`src/rtl/gm64_reset_pkg.sv`:
```
// gm64_reset_pkg: shared definitions for the GM64 reset sequencer.
//   - seq_state_e : sequencer FSM states
//   - STG_*       : reset stage indices (bit positions of rst_n_out)
//   - DEF_*       : default parameter values
//   - max_int     : helper used to size the shared delay counter
package gm64_reset_pkg;

  typedef enum logic [2:0] {
    ST_HOLD,
    ST_DELAY,
    ST_WAIT_MEM,
    ST_RUN,
    ST_SOFT
  } seq_state_e;

  localparam int STG_MEM   = 0;
  localparam int STG_VIDEO = 1;
  localparam int STG_IO    = 2;
  localparam int STG_CPU   = 3;

  localparam int DEF_STAGES      = 4;
  localparam int DEF_STAGE_DELAY = 16;
  localparam int DEF_SOFT_PULSE  = 64;
  localparam int DEF_SYNC_STAGES = 2;

  function automatic int max_int(input int a, input int b);
    return (a > b) ? a : b;
  endfunction

endpackage

```
`src/rtl/reset_sync.sv`:
```
// reset_sync: asynchronous-assert / synchronous-deassert reset synchronizer.
// Ports:
//   clk        in  clock
//   rst_n_i    in  raw asynchronous active-low reset
//   rst_n_o    out synchronized active-low reset (last flop of the chain)
//   rel_next_o out input of the last flop; high means rst_n_o rises on the
//                  coming clock edge
module reset_sync
  import gm64_reset_pkg::*;
#(
  parameter int SYNC_STAGES = DEF_SYNC_STAGES
) (
  input  logic clk,
  input  logic rst_n_i,
  output logic rst_n_o,
  output logic rel_next_o
);

  logic [SYNC_STAGES-1:0] sync_q;

  always_ff @(posedge clk or negedge rst_n_i) begin
    if (!rst_n_i) begin
      sync_q <= '0;
    end else begin
      sync_q <= {sync_q[SYNC_STAGES-2:0], 1'b1};
    end
  end

  assign rst_n_o    = sync_q[SYNC_STAGES-1];
  assign rel_next_o = sync_q[SYNC_STAGES-2];

endmodule

```
`src/rtl/reset_sequencer.sv`:
```
// reset_sequencer: staged release of the GM64 subsystem resets.
// Stage 0 (memory/clocking) is released first; later stages follow only once
// the memory controller reports ready, each STAGE_DELAY edges apart. A 4-phase
// soft reset (soft_req/soft_ack) re-resets stages 1..STAGES-1 only.
// Ports:
//   clk          in  system clock
//   reset        in  asynchronous active-low board reset
//   mem_ready    in  memory controller init done (synchronous)
//   soft_req     in  soft-reset request level
//   soft_ack     out soft-reset completion acknowledge
//   rst_n_out    out per-stage active-low resets, registered
//   all_released out every stage released
//   busy         out sequencer not in RUN
module reset_sequencer
  import gm64_reset_pkg::*;
#(
  parameter int STAGES      = DEF_STAGES,
  parameter int STAGE_DELAY = DEF_STAGE_DELAY,
  parameter int SOFT_PULSE  = DEF_SOFT_PULSE,
  parameter int SYNC_STAGES = DEF_SYNC_STAGES
) (
  input  logic              clk,
  input  logic              reset,
  input  logic              mem_ready,
  input  logic              soft_req,
  output logic              soft_ack,
  output logic [STAGES-1:0] rst_n_out,
  output logic              all_released,
  output logic              busy
);

  localparam int CW = $clog2(max_int(STAGE_DELAY, SOFT_PULSE) + 1);
  localparam int IW = $clog2(STAGES);

  logic sync_rst_n;
  logic sync_rel_next;

  seq_state_e        state_q, state_d;
  logic [CW-1:0]     cnt_q, cnt_d;
  logic [IW-1:0]     idx_q, idx_d;
  logic [STAGES-1:0] rst_n_q, rst_n_d;
  logic              ack_q, ack_d;
  // Set while a soft reset is in progress so the return to RUN acknowledges
  // instead of treating a still-high soft_req as a fresh request.
  logic              soft_act_q, soft_act_d;

  reset_sync #(
    .SYNC_STAGES(SYNC_STAGES)
  ) u_sync (
    .clk       (clk),
    .rst_n_i   (reset),
    .rst_n_o   (sync_rst_n),
    .rel_next_o(sync_rel_next)
  );

  always_ff @(posedge clk or negedge reset) begin
    if (!reset) begin
      state_q    <= ST_HOLD;
      cnt_q      <= '0;
      idx_q      <= '0;
      rst_n_q    <= '0;
      ack_q      <= 1'b0;
      soft_act_q <= 1'b0;
    end else begin
      state_q    <= state_d;
      cnt_q      <= cnt_d;
      idx_q      <= idx_d;
      rst_n_q    <= rst_n_d;
      ack_q      <= ack_d;
      soft_act_q <= soft_act_d;
    end
  end

  always_comb begin
    state_d    = state_q;
    cnt_d      = cnt_q;
    idx_d      = idx_q;
    rst_n_d    = rst_n_q;
    ack_d      = ack_q;
    soft_act_d = soft_act_q;

    unique case (state_q)
      ST_HOLD: begin
        // Act on the edge where the synchronizer output itself rises.
        if (sync_rel_next && !sync_rst_n) begin
          cnt_d   = CW'(STAGE_DELAY);
          idx_d   = IW'(STG_MEM);
          state_d = ST_DELAY;
        end
      end

      ST_DELAY: begin
        cnt_d = cnt_q - CW'(1);
        if (cnt_q == CW'(1)) begin
          rst_n_d[idx_q] = 1'b1;
          if (idx_q == IW'(STG_MEM)) begin
            state_d = ST_WAIT_MEM;
          end else if (idx_q == IW'(STAGES-1)) begin
            if (soft_act_q) begin
              state_d    = ST_RUN;
              ack_d      = 1'b1;
              soft_act_d = 1'b0;
            end else if (soft_req && !ack_q) begin
              // A request pending from before RUN is honoured on the entry
              // edge itself, overriding the last stage release.
              rst_n_d[STAGES-1:1] = '0;
              cnt_d      = CW'(SOFT_PULSE);
              soft_act_d = 1'b1;
              state_d    = ST_SOFT;
            end else begin
              state_d = ST_RUN;
            end
          end else begin
            idx_d = idx_q + IW'(1);
            cnt_d = CW'(STAGE_DELAY);
          end
        end
      end

      ST_WAIT_MEM: begin
        if (mem_ready) begin
          idx_d   = IW'(STG_VIDEO);
          cnt_d   = CW'(STAGE_DELAY);
          state_d = ST_DELAY;
        end
      end

      ST_RUN: begin
        if (ack_q && !soft_req) begin
          ack_d = 1'b0;
        end else if (soft_req && !ack_q) begin
          rst_n_d[STAGES-1:1] = '0;
          cnt_d      = CW'(SOFT_PULSE);
          soft_act_d = 1'b1;
          state_d    = ST_SOFT;
        end
      end

      ST_SOFT: begin
        cnt_d = cnt_q - CW'(1);
        if (cnt_q == CW'(1)) begin
          state_d = ST_WAIT_MEM;
        end
      end

      default: state_d = ST_HOLD;
    endcase
  end

  assign rst_n_out    = rst_n_q;
  assign soft_ack     = ack_q;
  assign all_released = &rst_n_q;
  assign busy         = (state_q != ST_RUN);

endmodule

```
`config.mk`:
```
export PLATFORM = sky130hd
export DESIGN_NAME = reset_sequencer
export DESIGN_NICKNAME = d
export VERILOG_FILES = /design/src/rtl/gm64_reset_pkg.sv /design/src/rtl/reset_sync.sv /design/src/rtl/reset_sequencer.sv
export SDC_FILE = /design/constraint.sdc
export NUM_CORES = 1
export LEC_CHECK = 0
export ABC_AREA = 1
export BUFFER_PORTS_ARGS = -buffer_cell sky130_fd_sc_hd__buf_2
export CAP_MARGIN = 20
export CORE_UTILIZATION = 35
export DETAILED_ROUTE_END_ITERATION = 12
export PLACE_DENSITY = 0.48
export SLEW_MARGIN = 20
export SYNTH_ARGS = -nofsm -noshare
export SYNTH_HDL_FRONTEND = slang
export SYNTH_SLANG_ARGS = --single-unit
```
`constraint.sdc`:
```
create_clock -name clk -period 4.35 [get_ports clk]
set_clock_uncertainty 0.1 [all_clocks]
set_input_delay 0 -clock clk [delete_from_list [all_inputs] [get_ports clk]]
set_output_delay 0 -clock clk [all_outputs]
set_load 0.02 [all_outputs]
```
==> metrics.yaml <==
status: "completed"
grt_first_pass_wirelength_um: 5300
register_area_um2: 500
drtIter0Drc: 36
first_global_vias: 1197
synth-seq-cells: 20
numPortBuffers: 10
track_usage_pct: 16.5
fillers: 411
fp.dieH_um: 65.1
initial_utilization_pct: 37.2
maxCapViolCount: 0
cts_buffer_depth: 2
hold_ws_ns: 0.122
end_kind: "flop"
rows: 22
place_hpwl_um: 2310
cpPeakStageDelay_ns: 0.41
post_cts_resized: 0
multi_input_area_um2: 777
cts-root-buf: "clkbuf_8"
synth.avg_cell_area_um2: 7.70
post_cts_buffers: 0
critPathKind: "reg2reg"
design.die.area_um2: 4240
cp.buffers_inverters: 2
synthDistinctLibCells: 29
holdBufCountCts: 2
drive_gt1_share_pct: 19.4
viasPerCell: 4.77
ant_nets: 0
drt_wl_total_um: 2950
synth_nets: 191
hold_viol: 0
cts_tree: "done"
fin_crit_ns: 1.65
setup_viol: 0
slew_viol_final: 0
clk_pin_slew_worst_paths_ns: 0.08
synth_seq_area_share_pct: 35.9
hold_class: "in2async"
route.detailed.drc: 0
overflow: 0
htree_num_levels: 1
vias: 1165
grt_max_degree: 21
core-area_um2: 3740
max-vdd-ir-drop_v: 0.000293
syn_area_um2: 1390
clock-sinks: 20
pin_count: 11
rsz0062_at_grt: "no"
cp_data_required_time_ns: 4.40
yosysWarnings: 0
syn_inst: 181
final_nets: 208
slowest_stage: "dfrtp_1"
arrival_ns: 1.70
crit_fanout: 5
final.setup.tns_ns: 0
gp_congestion: 0.844
grt_antenna_before_repair: 0
total_power_mw: 1.19
path_cells: "inv_1 > ha_1 > inv_1 > nand4_1 > nand2_1 > nand3_1 > nor2_1 > nor2_1"
path_delay_family: "simple AND/OR/NAND/NOR gates"
powerDensity_nw_per_um2: 762
area_growth_pct: 12.3
max_freq_mhz: 607
fin_crit_sh_pct: 37.9
diodes: 0
dr.pass1.iters: 4
post_drt_wl_per_cell_um: 12.1
dieWidth_um: 65.1
numCtsBuffers: 3
cellLeakagePower_nw: 0.814
insertion_delay_ns: 0.26
worstSetupStartpointType: "flop"
logic make-up after synthesis:
| kind of cell | Yosys count | synth area share (%) |
|---|---|---|
| adders and majority gates | 6 | 5.39 |
| DFF | 20 | 35.9 |
| xor gates and xnor gates | 2 | 1.26 |
| and+or+nand+nor | 100 | 39.4 |
| buffers and inverters | 31 | 8.35 |
| other | 1 | 0.269 |
| AOI/OAI and AO/OA | 21 | 9.43 |
final cells by class:
| type | instances | area share, % |
|---|---|---|
| clock buffer | 3 | 2.64 |
| timing repair buffer | 12 | 4.48 |
| sequential | 20 | 32.0 |
| tap | 48 | 3.84 |
| multi-input combinational | 130 | 49.6 |
| inverter | 31 | 7.43 |
sequential cells by signal, indices dropped and copies added, names as in the netlist:
name and cells:
rst_n_out 4, soft_ack 1, u_sync.sync_q 2, state_q 3, soft_act_q 1, idx_q 2
cnt_q 7
Yosys cell counts, drive strengths merged:
cell type / number / area [um2]
nand2: 44 / 193
inv: 31 / 116
nor2: 28 / 183
dfrtp: 20 / 500
nand3: 18 / 103
a21oi: 10 / 57.6
o21ai: 9 / 60.1
ha: 6 / 75.1
nand4: 4 / 25.0
nor3: 3 / 26.3
xor2: 2 / 17.5
and2: 1 / 6.26
conb: 1 / 3.75
nand3b: 1 / 7.51
nor4: 1 / 6.26
o22ai: 1 / 6.26
o31ai: 1 / 7.51
stage by stage:
stage / utilization [%] / instances / instance area [um2] / setup WS (ns)
2_1_floorplan: - / 181 / 1390 / 2.85
3_3_place_gp: 40.2 / 239 / 1500 / 2.72
3_5_place_dp: 40.2 / 239 / 1500 / 2.67
4_1_cts: 41.8 / 244 / 1570 / 2.67
5_1_grt: 41.8 / 244 / 1570 / 2.48
6_report: 41.8 / 244 / 1570 / 2.70
power by group:
| group | total [mW] | internal (mW) | switching (mW) | leakage, nW |
|---|---|---|---|---|
| Combinational | 0.736 | 0.254 | 0.482 | 0.544 |
| Clock | 0.124 | 0.0617 | 0.0619 | 0.0216 |
| Sequential | 0.333 | 0.260 | 0.0730 | 0.249 |
| Total | 1.19 | 0.576 | 0.617 | 0.814 |
layer usage:
metal | part of all wire, % | GRT usage (%) | routed length, um | up-vias
met5 | 0 | 0 | 0 | -
li1 | - | - | - | 603
met3 | 2.8 | 2.95 | 84 | 6
met2 | 45 | 27.1 | 1330 | 20
met4 | 1.9 | 7.07 | 56 | 0
met1 | 50 | 21.4 | 1480 | 536
final timing paths:
check	cells past startpoint	end	start	slack [ns]
max	8	cnt_q[3]$_DFFE_PN0P_	idx_q[0]$_DFFE_PN0P_	2.70
min	2	u_sync.sync_q[1]$_DFF_PN0_	reset	0.12
max reg2reg	8	cnt_q[3]$_DFFE_PN0P_	idx_q[0]$_DFFE_PN0P_	2.70
min reg2reg	0	u_sync.sync_q[1]$_DFF_PN0_	u_sync.sync_q[0]$_DFF_PN0_	0.28
max in group asynchronous	2	rst_n_out[0]$_DFFE_PN0P_	reset	3.71
min in group clk	6	state_q[1]$_DFFE_PN0P_	mem_ready	0.25
layout by cell type, fill, tap and decap left out:
master / n
nand2_1: 39
inv_1: 27
dfrtp_1: 20
nor2_1: 18
nand3_1: 17
buf_2: 10
a21oi_1: 8
o21ai_0: 6
ha_1: 6
nor2_4: 5
inv_2: 4
nand4_1: 4
nor2_2: 3
nand2_4: 3
clkbuf_8: 3
nor2_8: 2
a21oi_2: 2
nor3_1: 2
nand2_2: 2
xor2_1: 2
dlygate4sd3_1: 2
nand3_4: 1
nor4_1: 1
o21ai_4: 1
o21ai_1: 1
nand3b_1: 1
o22ai_1: 1
o21ai_2: 1
nor3_4: 1
o31ai_1: 1
and2_1: 1
conb_1: 1
Power figures use the tool's default switching activity.
